<file path="src/rtl/vga_text_wr_sched.sv">
// rtl/vga_text_wr_sched.sv - write-port scheduler for the text character RAM; optional macro VGA_WR_BLANK_ONLY_EN
module vga_text_wr_sched #(
    parameter int                COLS      = 80,
    parameter int                ROWS      = 30,
    parameter int                ADDR_W    = 12,
    parameter int                CHAR_W    = 7,
    parameter logic [CHAR_W-1:0] FILL_CHAR = 7'h20
) (
    input  logic              clk,
    input  logic              reset,
    input  logic              video_on,
    input  logic              clr_req,
    input  logic              wr_req,
    input  logic [ADDR_W-1:0] wr_addr,
    input  logic [CHAR_W-1:0] wr_char,
    output logic              wr_ack,
    output logic              ram_we,
    output logic [ADDR_W-1:0] ram_addr,
    output logic [CHAR_W-1:0] ram_din,
    output logic              busy,
    output logic              clr_done
);

    localparam logic [ADDR_W:0]   CELLS     = (ADDR_W+1)'(COLS * ROWS);
    localparam logic [ADDR_W-1:0] LAST_CELL = ADDR_W'(COLS * ROWS - 1);

    typedef enum logic [1:0] {IDLE, CLEAR, DONE} state_t;

    state_t            state_q, state_d;
    logic [ADDR_W-1:0] cnt_q, cnt_d;
    logic              win;
    logic              we_d, ack_d, busy_d, done_d;
    logic [ADDR_W-1:0] addr_d;
    logic [CHAR_W-1:0] din_d;

`ifdef VGA_WR_BLANK_ONLY_EN
    assign win = ~video_on;
`else
    logic unused_video_on;
    assign unused_video_on = video_on;
    assign win             = 1'b1;
`endif

    always_comb begin
        state_d = state_q;
        cnt_d   = cnt_q;
        we_d    = 1'b0;
        ack_d   = 1'b0;
        addr_d  = ram_addr;
        din_d   = ram_din;
        unique case (state_q)
            IDLE: begin
                if (clr_req) begin
                    state_d = CLEAR;
                    cnt_d   = '0;
                end else if (wr_req && win && !wr_ack) begin
                    // Blocking on wr_ack forces the idle gap the host needs to drop its request.
                    ack_d = 1'b1;
                    if ({1'b0, wr_addr} < CELLS) begin
                        we_d   = 1'b1;
                        addr_d = wr_addr;
                        din_d  = wr_char;
                    end
                end
            end
            CLEAR: begin
                if (win) begin
                    we_d   = 1'b1;
                    addr_d = cnt_q;
                    din_d  = FILL_CHAR;
                    if (cnt_q == LAST_CELL) begin
                        state_d = DONE;
                    end else begin
                        cnt_d = cnt_q + ADDR_W'(1);
                    end
                end
            end
            DONE:    state_d = IDLE;
            default: state_d = IDLE;
        endcase
        // Covers the clear-entry cycle and the cycle carrying the final fill write.
        busy_d = (state_q == CLEAR) || (state_d == CLEAR);
        done_d = (state_q == DONE);
    end

    always_ff @(posedge clk or negedge reset) begin
        if (!reset) begin
            state_q  <= IDLE;
            cnt_q    <= '0;
            wr_ack   <= 1'b0;
            ram_we   <= 1'b0;
            ram_addr <= '0;
            ram_din  <= '0;
            busy     <= 1'b0;
            clr_done <= 1'b0;
        end else begin
            state_q  <= state_d;
            cnt_q    <= cnt_d;
            wr_ack   <= ack_d;
            ram_we   <= we_d;
            ram_addr <= addr_d;
            ram_din  <= din_d;
            busy     <= busy_d;
            clr_done <= done_d;
        end
    end

endmodule

</file>
<file path="config.mk">
export PLATFORM = sky130hd
export DESIGN_NAME = vga_text_wr_sched
export DESIGN_NICKNAME = d
export VERILOG_FILES = /design/src/rtl/vga_text_wr_sched.sv
export SDC_FILE = /design/constraint.sdc
export NUM_CORES = 1
export LEC_CHECK = 0
export ABC_AREA = 0
export BUFFER_PORTS_ARGS = -buffer_cell sky130_fd_sc_hd__buf_4
export CAP_MARGIN = 15
export CORE_ASPECT_RATIO = 1.1
export CORE_UTILIZATION = 40
export CTS_BUF_LIST = sky130_fd_sc_hd__clkbuf_16
export DETAILED_ROUTE_END_ITERATION = 6
export GPL_TIMING_DRIVEN = 0
export PLACE_DENSITY = 0.75
export SLEW_MARGIN = 10
export SYNTH_ARGS = -nofsm -noshare
export SYNTH_HDL_FRONTEND = slang
export SYNTH_SLANG_ARGS = --single-unit
</file>
<file path="constraint.sdc">
create_clock -name clk -period 2 [get_ports clk]
set_input_delay 0 -clock clk [delete_from_list [all_inputs] [get_ports clk]]
set_output_delay 0 -clock clk [all_outputs]
set_load 0.05 [all_outputs]
</file>
==> results.json, run 1 <==
{
  "outcome": "finished, final reports clean",
  "fin_crit_sh_pct": 90.1,
  "first_pass_iters": 4,
  "critPathTopFamily": "simple AND/OR/NAND/NOR gates",
  "hold_slack_ns": 0.00230,
  "antennaDiodeCount": 0,
  "ys_types": 37,
  "grt_max_degree": 38,
  "grt_util_all_layers_pct": 19.5,
  "rsz0062_at_grt": "false",
  "drc": 0,
  "drtAntennaViolNets": 0,
  "fin_cells": 288,
  "fillers": 382,
  "finalWirelength_um": 4250,
  "synthTopCellsByArea": "dfrtp_1 50%, nand2_1 5.9%, mux2_4 4.9%, o21ai_0 4.4%, o211ai_1 3.3%",
  "syn2layout_area_growth_pct": 30.5,
  "synth_seq_cells": 37,
  "leakage_nw": 1.09,
  "drv_cap": 0,
  "root_buffer": "clkbuf_16",
  "worstPathArrival_ns": 2.00,
  "first_global_vias": 1576,
  "power.total_mw": 1.56,
  "yosys.area.top_type": "dfrtp_1",
  "placedCellCount": 278,
  "layout-drive-gt1-share_pct": 30.3,
  "ios": 47,
  "fin_nets": 258,
  "worstSetupStartpointType": "register",
  "synth.top_cell.area_share_pct": 50.4,
  "clk_latency_ns": 0.28,
  "syn_avg_cell_area_um2": 10.3,
  "fp.dieArea_um2": 4870,
  "p_per_area_nw_per_um2": 651,
  "cts-htree-levels": 2,
  "dr_total_vias": 1563,
  "crit_type": "register to register",
  "routedWlPerCell_um": 14.8,
  "finalSetupTns_ns": 0,
  "skew_ns": 0.00266,
  "path_max_fanout": 6,
  "clock_path_buffers": 2,
  "antenna_found_initial": 0,
  "worst_pin_slew_ns": 0.535,
  "worst-path-buf-inv": 0,
  "grt_pass1_wl_um": 7120,
  "crit_path_end_kind": "register",
  "gp_congestion": 0.842,
  "min_period_ns": 1.80,
  "regArea_um2": 926,
  "netlist_area_um2": 1840,
  "clk_pin_slew_ns": 0.05,
  "maxSlewHeadroom_pct": 63.9,
  "dp_hpwl_um": 3080,
  "setup_violations": 0,
  "ys_seq_area_share_pct": 50.4,
  "initial_core_util_pct": 42.2,
  "ir_drop_v": 0.000277,
  "drtIter0Drc": 86,
  "io_buffers": 45,
  "path_cells": "ha_1 -> and3_1 -> a311o_1 -> or3_1 -> a21oi_1",
  "dieWidth_um": 66.6,
  "coreArea_um2": 4350,
  "utilization_pct": 55.1,
  "max_freq_mhz": 555,
  "fp-row-count": 25,
  "syn_inst": 179,
  "cts_tree": "done",
  "vias_per_cell": 5.43,
  "mostFrequentLayoutCell": "buf_4",
  "cp.required_ns": 2.20,
  "final_max_slew_viol_count": 0,
  "slowest_stage": "dfrtp_1",
  "multi_input_area_um2": 841,
  "cts_inserted_buffers": 5,
  "final_cell_mix": "46 x buf_4, 37 x dfrtp_1, 29 x nand2_1",
  "hold_viol": 0,
  "cts.sinks": 37,
  "cpPeakStageDelay_ns": 0.44,
  "hold_class": "input port to register",
  "overflow": 0,
  "die_y_um": 73.1,
  "ys_warn_count": 0,
  "syn_nets": 204
}
==> timing repair <==
item,CTS,global route
hold buffers,1,0
setup endpoints to repair,0,9
gates resized for setup,0,0
buffers inserted,0,1
hold endpoints to repair,37,0
==> per-stage QoR <==
step	setup WS [ns]	instance area (um^2)
floorplan	0.0803	1840
global placement	0.0527	2240
detailed placement	0.0648	2240
CTS	0.0414	2390
global route	0.109	2400
finish	0.198	2400
==> routing by layer <==
| metal | vias up | part of all wire, % | GRT usage, % |
|---|---|---|---|
| met1 | 743 | 42 | 23.0 |
| li1 | 747 | - | - |
| met4 | 0 | 2.0 | 9.22 |
| met3 | 12 | 6.0 | 5.16 |
| met5 | - | 0 | 0 |
| met2 | 61 | 50 | 32.7 |
==> worst paths after layout <==
kind	startpoint	slack [ns]	depth (start not counted)	to
worst min register to register	ram_addr[4]	0.51	1	ram_addr[4]
worst min-delay path	wr_char[5]	0.002	3	ram_din[5]
min in group asynchronous	reset	0.22	2	ram_din[4]
max in group asynchronous	reset	1.46	2	cnt_q[3]
worst max-delay path	cnt_q[0]	0.20	5	cnt_q[11]
worst max register to register	cnt_q[0]	0.20	5	cnt_q[11]
==> sequential cells by signal, indices dropped and copies added, names as in the netlist <==
name      count
busy          1
cnt_q        12
clr_done      1
wr_ack        1
ram_we        1
ram_din       7
state_q       2
ram_addr     12
==> synthesized netlist by cell type, drive strengths merged <==
master and n:
a21boi 1, and3 1, mux2i 1, a31oi 1, clkbuf 7, o21ai 17
nand2b 2, ha 1, nand3 5, and2b 1, nor2b 2, o221a 3
nand2 29, xnor2 4, a21oi 10, a311o 1, or4 4, inv 5
nor3 4, o22a 1, nor4b 1, o211ai 8, nor4 1, a31o 1
nor2 7, and4b 1, or3 6, dfrtp 37, mux2 9, a21o 1
nor4bb 2, and2 1, nand4 2, buf 2
==> power by group <==
group / leakage, nW / internal, mW / switching [mW]
registers: 0.469 / 0.749 / 0
clock network: 0.0687 / 0.450 / 0.288
logic: 0.548 / 0.0373 / 0.0362
total: 1.09 / 1.24 / 0.324
==> worst min-delay path, stage by stage <==
cell and delay [ns]:
buf_4 0.08, o211ai_1 0.08, nand3_1 0.08
==> logic make-up after synthesis <==
kind of cell               Yosys count  synth area share, %
and+or+nand+nor                     69                 19.9
AOI/OAI and AO/OA                   44                 16.0
DFF                                 37                 50.4
buffers and inverters               14                 3.81
muxes                               10                 7.29
xor gates and xnor gates             4                 1.91
adders and majority gates            1                0.681
==> final cells by class <==
type / instances / share of cell area (%)
Clock inverter: 3 / 0.522
Buffer: 9 / 2.14
Clock buffer: 5 / 5.22
Timing Repair Buffer: 47 / 14.8
Inverter: 5 / 0.783
Sequential cell: 37 / 38.6
Tap cell: 54 / 2.82
Multi-Input combinational cell: 128 / 35.1
No activity file was read; power rests on OpenSTA's default activity.
==> run 2: changes to the inputs <==
--- a/config.mk
+++ b/config.mk
@@ -8,11 +8,10 @@
 export ABC_AREA = 0
 export BUFFER_PORTS_ARGS = -buffer_cell sky130_fd_sc_hd__buf_4
 export CAP_MARGIN = 15
-export CORE_ASPECT_RATIO = 1.1
+export CORE_ASPECT_RATIO = 0.5
 export CORE_UTILIZATION = 40
 export CTS_BUF_LIST = sky130_fd_sc_hd__clkbuf_16
 export DETAILED_ROUTE_END_ITERATION = 6
-export GPL_TIMING_DRIVEN = 0
 export PLACE_DENSITY = 0.75
 export SLEW_MARGIN = 10
 export SYNTH_ARGS = -nofsm -noshare
==> run 2 against run 1 <==
Effect of this change:
- the run now ends with design-rule violations left
- final area shrank 0.10%
- core utilization grew 2.7 points
- clock power shrank 0.5%
- first-iteration DRC count shrank 4.7%
- clock skew grew 0.0029 ns
- register-to-register slack lost 0.03 ns
- clock-buffer cell count is the same
- final cell count shrank 1.0%
- routed wire length is the same
- critical path type unchanged
==> results.json, run 2 (same netlist as run 1, synthesis figures left out) <==
{
  "fin_crit_sh_pct": 91.4,
  "outcome": "finished with violations",
  "crit_type": "register to register",
  "fin_area_um2": 2390,
  "grt_pass1_wl_um": 7160,
  "setup_slack_ns": 0.171,
  "cts-htree-levels": 2,
  "final_cell_mix": "51 x buf_4, 37 x dfrtp_1, 29 x nand2_1",
  "violations": "design-rule violations",
  "layout-drive-gt1-share_pct": 32.5,
  "overflow": 0,
  "p_switching_mw": 0.320,
  "reg2reg_depth": 4,
  "path_max_fanout": 13,
  "clk_pin_slew_ns": 0.06,
  "fp-row-count": 16,
  "p_clk_share_pct": 47.0,
  "p_sw_share_pct": 20.5,
  "coreArea_um2": 4140,
  "clock_path_buffers": 2,
  "r2r-start": "state_q[1]",
  "hold_class": "input port to register",
  "pre_cts_ws_ns": 0.189,
  "mostFrequentLayoutCell": "buf_4",
  "antenna_found_initial": 0,
  "worstSetupStartpointType": "register",
  "initial_core_util_pct": 44.3,
  "r2r-end": "ram_addr[7]",
  "crit_path_end_kind": "register",
  "antennaDiodeCount": 0,
  "first_global_vias": 1469,
  "hold_depth": 3,
  "cts_inserted_buffers": 5,
  "io_buffers": 45,
  "hold_viol": 0,
  "hold_start": "wr_char[1]",
  "dieWidth_um": 97.8,
  "skew_ns": 0.00559,
  "die_y_um": 49.9,
  "gp_congestion": 0.851,
  "root_buffer": "clkbuf_16",
  "first_pass_iters": 6,
  "syn2layout_area_growth_pct": 30.4,
  "drtAntennaViolNets": 0,
  "placed_area_um2": 2240,
  "max_freq_mhz": 547,
  "p_per_area_nw_per_um2": 652,
  "p_int_mw": 1.24,
  "grt_max_degree": 38,
  "dr_total_vias": 1542,
  "ios": 47,
  "drc": 6,
  "maxSlewHeadroom_pct": 58.2,
  "finalWirelength_um": 4250,
  "fin_nets": 255,
  "drtIter0Drc": 82,
  "top_regs": "cnt_q (12), ram_addr (12), ram_din (7)",
  "worst_pin_slew_ns": 0.618,
  "final_max_slew_viol_count": 0,
  "clk_latency_ns": 0.28,
  "cp.required_ns": 2.16,
  "rsz0062_at_grt": "false",
  "hold_end": "ram_din[1]",
  "worstPathArrival_ns": 1.99,
  "cts_tree": "done",
  "fillers": 348,
  "cts.sinks": 37,
  "setup_violations": 0,
  "finalSetupTns_ns": 0,
  "hold_slack_ns": 0.0130,
  "combPwrFrac_pct": 5.0,
  "vias_per_cell": 5.41,
  "r2r_slack_ns": 0.17,
  "routedWlPerCell_um": 14.9,
  "min_period_ns": 1.83,
  "pwr-share-seq_pct": 48.0,
  "ir_drop_v": 0.000319,
  "drv_cap": 0,
  "leakage_nw": 1.10,
  "fp.dieArea_um2": 4880,
  "dp_hpwl_um": 3040,
  "grt_util_all_layers_pct": 18.8
}
==> run 2: area by class of cell <==
type                            instances  area, um^2  share of cell area, %
Multi-Input combinational cell        128         841                   35.1
Tap cell                               54        67.6                   2.82
Inverter                                5        18.8                  0.784
Timing Repair Buffer                   53         403                   16.8
Sequential cell                        37         926                   38.7
Clock inverter                          3        13.8                  0.575
Clock buffer                            5         125                   5.22
==> run 2: critical path: stages (launching register included) <==
cell and delay, ns:
dfrtp_1 0.44, nor4b_4 0.42, and2b_1 0.21, o22a_4 0.28, mux2_2 0.36
==> run 2: timing repair <==
item | 4_1_cts | 5_1_grt
setup buffers | 0 | 0
hold buffers | 2 | 0
gates resized for setup | 0 | 0
endpoints found under the hold margin | 38 | 0
==> run 2: worst max path at each step <==
stage          startpoint     endpoint  slack [ns]  cells after the start
2_1_floorplan      wr_ack  ram_addr[0]        0.08                      5
5_1_grt        state_q[1]  ram_addr[5]        0.07                      4
6_report       state_q[1]  ram_addr[7]        0.17                      4
3_3_place_gp   state_q[1]  ram_addr[5]        0.23                      4
4_1_cts        state_q[1]  ram_addr[5]        0.17                      4
3_5_place_dp   state_q[1]  ram_addr[7]        0.19                      4
==> run 2: layer usage <==
| layer | track usage, % | vias to the layer above | share of wire, % |
|---|---|---|---|
| met5 | 0 | - | 0 |
| met3 | 4.96 | 4 | 4.4 |
| met4 | 5.05 | 0 | 0.73 |
| met2 | 29.7 | 38 | 47 |
| li1 | - | 749 | - |
| met1 | 25.7 | 751 | 48 |
==> run 2: power groups by stage <==
stage	registers [mW]	logic, mW	clock network (mW)
6_report	0.749	0.0779	0.734
5_1_grt	0.749	0.0852	0.777
4_1_cts	0.749	0.0785	0.748
3_5_place_dp	0.762	0.0754	0
3_3_place_gp	0.762	0.0735	0
2_1_floorplan	0.762	0.0152	0
==> run 2: through the flow <==
step	cells	total power, mW	utilization, %
6_report	285	1.56	57.8
5_1_grt	285	1.61	57.8
4_1_cts	285	1.58	57.8
3_5_place_dp	275	0.838	54.0
3_3_place_gp	275	0.836	54.0
2_1_floorplan	179	0.778	-
==> run 3: changes to the inputs <==
==> constraint.sdc (replaced) <==
create_clock -name clk -period 1.85 [get_ports clk]
set_input_delay 0 -clock clk [delete_from_list [all_inputs] [get_ports clk]]
set_output_delay 0 -clock clk [all_outputs]
set_load 0.05 [all_outputs]
==> run 3 against run 2 <==
Effect of this change:
- global-route usage rose by 0.71 points
- clock power rose by 28%
- total power rose by 17%
- the flow still finishes with violations (design-rule violations)
- largest power group is now the clock network
- non-clock buffer count rose by 1
- clock-buffer cell count did not move
- clock skew barely moved
- routed wire length rose by 2.8%
- via count rose by 1.5%
- setup slack got worse by 0.12 ns
==> results.json, run 3 (same netlist as run 1, synthesis figures left out) <==
{
  "max_freq_mhz": 557,
  "min_period_ns": 1.80,
  "drc": 8,
  "skew_ns": 0.00572,
  "hold_viol": 0,
  "routedWlPerCell_um": 15.3,
  "wl_met3_um": 249,
  "root_buffer": "clkbuf_16",
  "violations": "design-rule violations",
  "multi_input_area_um2": 841,
  "fp-row-count": 16,
  "wl_met2_um": 2110,
  "antenna_found_initial": 0,
  "die_y_um": 49.9,
  "mostFrequentLayoutCell": "buf_4",
  "hold_class": "input port to register",
  "syn2layout_area_growth_pct": 32.2,
  "clk_latency_ns": 0.28,
  "cts_tree": "done",
  "regArea_um2": 927,
  "setup_slack_ns": 0.0534,
  "initial_core_util_pct": 44.3,
  "worstPathArrival_ns": 1.99,
  "fin_nets": 256,
  "overflow": 0,
  "path_max_fanout": 5,
  "dp_hpwl_um": 3170,
  "grt_max_degree": 38,
  "first_pass_iters": 6,
  "dieWidth_um": 97.8,
  "top_layer": "met4",
  "fin_crit_sh_pct": 97.1,
  "dr_total_vias": 1565,
  "power.total_mw": 1.83,
  "final_max_slew_viol_count": 0,
  "maxSlewHeadroom_pct": 63.7,
  "io_buffers": 45,
  "cp.required_ns": 2.05,
  "final_cell_mix": "52 x buf_4, 36 x dfrtp_1, 29 x nand2_1",
  "p_per_area_nw_per_um2": 754,
  "cts-resized-gates": 0,
  "gp_congestion": 0.789,
  "crit_type": "register to register",
  "cts_hold_buf": 2,
  "ios": 47,
  "setup_violations": 0,
  "crit_path_end_kind": "register",
  "grt_pass1_wl_um": 7180,
  "layout-drive-gt1-share_pct": 33.2,
  "m1WireLength_um": 1940,
  "finalWirelength_um": 4370,
  "fp.dieArea_um2": 4880,
  "clock_path_buffers": 2,
  "cts_inserted_buffers": 5,
  "top_regs": "cnt_q (12), ram_addr (12), ram_din (7)",
  "fillers": 372,
  "cts-htree-levels": 2,
  "vias_per_cell": 5.47,
  "rsz0062_at_grt": "false",
  "drtAntennaViolNets": 0,
  "antennaDiodeCount": 0,
  "ir_drop_v": 0.000364,
  "first_global_vias": 1521,
  "worst_pin_slew_ns": 0.537,
  "coreArea_um2": 4140,
  "pre_cts_ws_ns": 0.0780,
  "grt_util_all_layers_pct": 19.6,
  "outcome": "finished with violations",
  "drtIter0Drc": 74,
  "worstSetupStartpointType": "register",
  "postCtsSetupRepairBufs": 0,
  "clk_pin_slew_ns": 0.05,
  "leakage_nw": 1.11,
  "cts.sinks": 37,
  "drv_cap": 0
}
[run 3: cell count changes in the layout (fill, tap and decap cells not counted), sizes merged]
cell    previous run  this run
buf               51        52
bufinv             0         1
clkinv             2         1
[run 3: area by class of cell]
cell class / count / area share [%]
inverter: 5 / 0.773
timing repair buffer: 54 / 16.9
clock inverter: 3 / 1.60
clock buffer: 5 / 5.15
multi-input combinational: 128 / 34.6
tap: 54 / 2.78
sequential: 37 / 38.2
[run 3: per-stage QoR]
stage | area (um^2) | std cells | hold WS [ns] | util, % | setup TNS [ns]
4_1_cts | 2430 | 286 | 0.00913 | 58.6 | 0
5_1_grt | 2430 | 286 | 0.0298 | 58.6 | 0
6_report | 2430 | 286 | 0.0149 | 58.6 | 0
3_3_place_gp | 2240 | 276 | -0.0174 | 54.2 | 0
2_1_floorplan | 1840 | 179 | -0.296 | - | -0.101
3_5_place_dp | 2240 | 276 | -0.0115 | 54.2 | 0
[run 3: path summary, 6_finish.rpt]
check	start	to	slack [ns]	cells after the start
setup / recovery	cnt_q[1]	cnt_q[11]	0.05	5
hold / removal	wr_char[1]	ram_din[1]	0.01	3
setup reg to reg	cnt_q[1]	cnt_q[11]	0.05	5
hold reg to reg	ram_addr[7]	ram_addr[7]	0.51	1
max in group asynchronous	reset	wr_ack	1.28	2
min in group asynchronous	reset	state_q[1]	0.22	2
[run 3: layer usage]
metal  vias to the layer above  GRT usage, %
met5                         -             0
met4                         0          8.84
met3                         8          5.39
met2                        48          32.5
met1                       759          24.0
li1                        750             -
[run 3: power breakdown]
part,internal (mW),switching (mW)
clock,0.627,0.310
combinational,0.0427,0.0399
sequential,0.810,0
total,1.48,0.350
[run 3: worst max-delay path: stages (launching register included)]
cell and delay, ns:
dfrtp_1 0.43, ha_1 0.23, and3_1 0.21, a311o_1 0.31, or3_1 0.36, a21oi_1 0.17
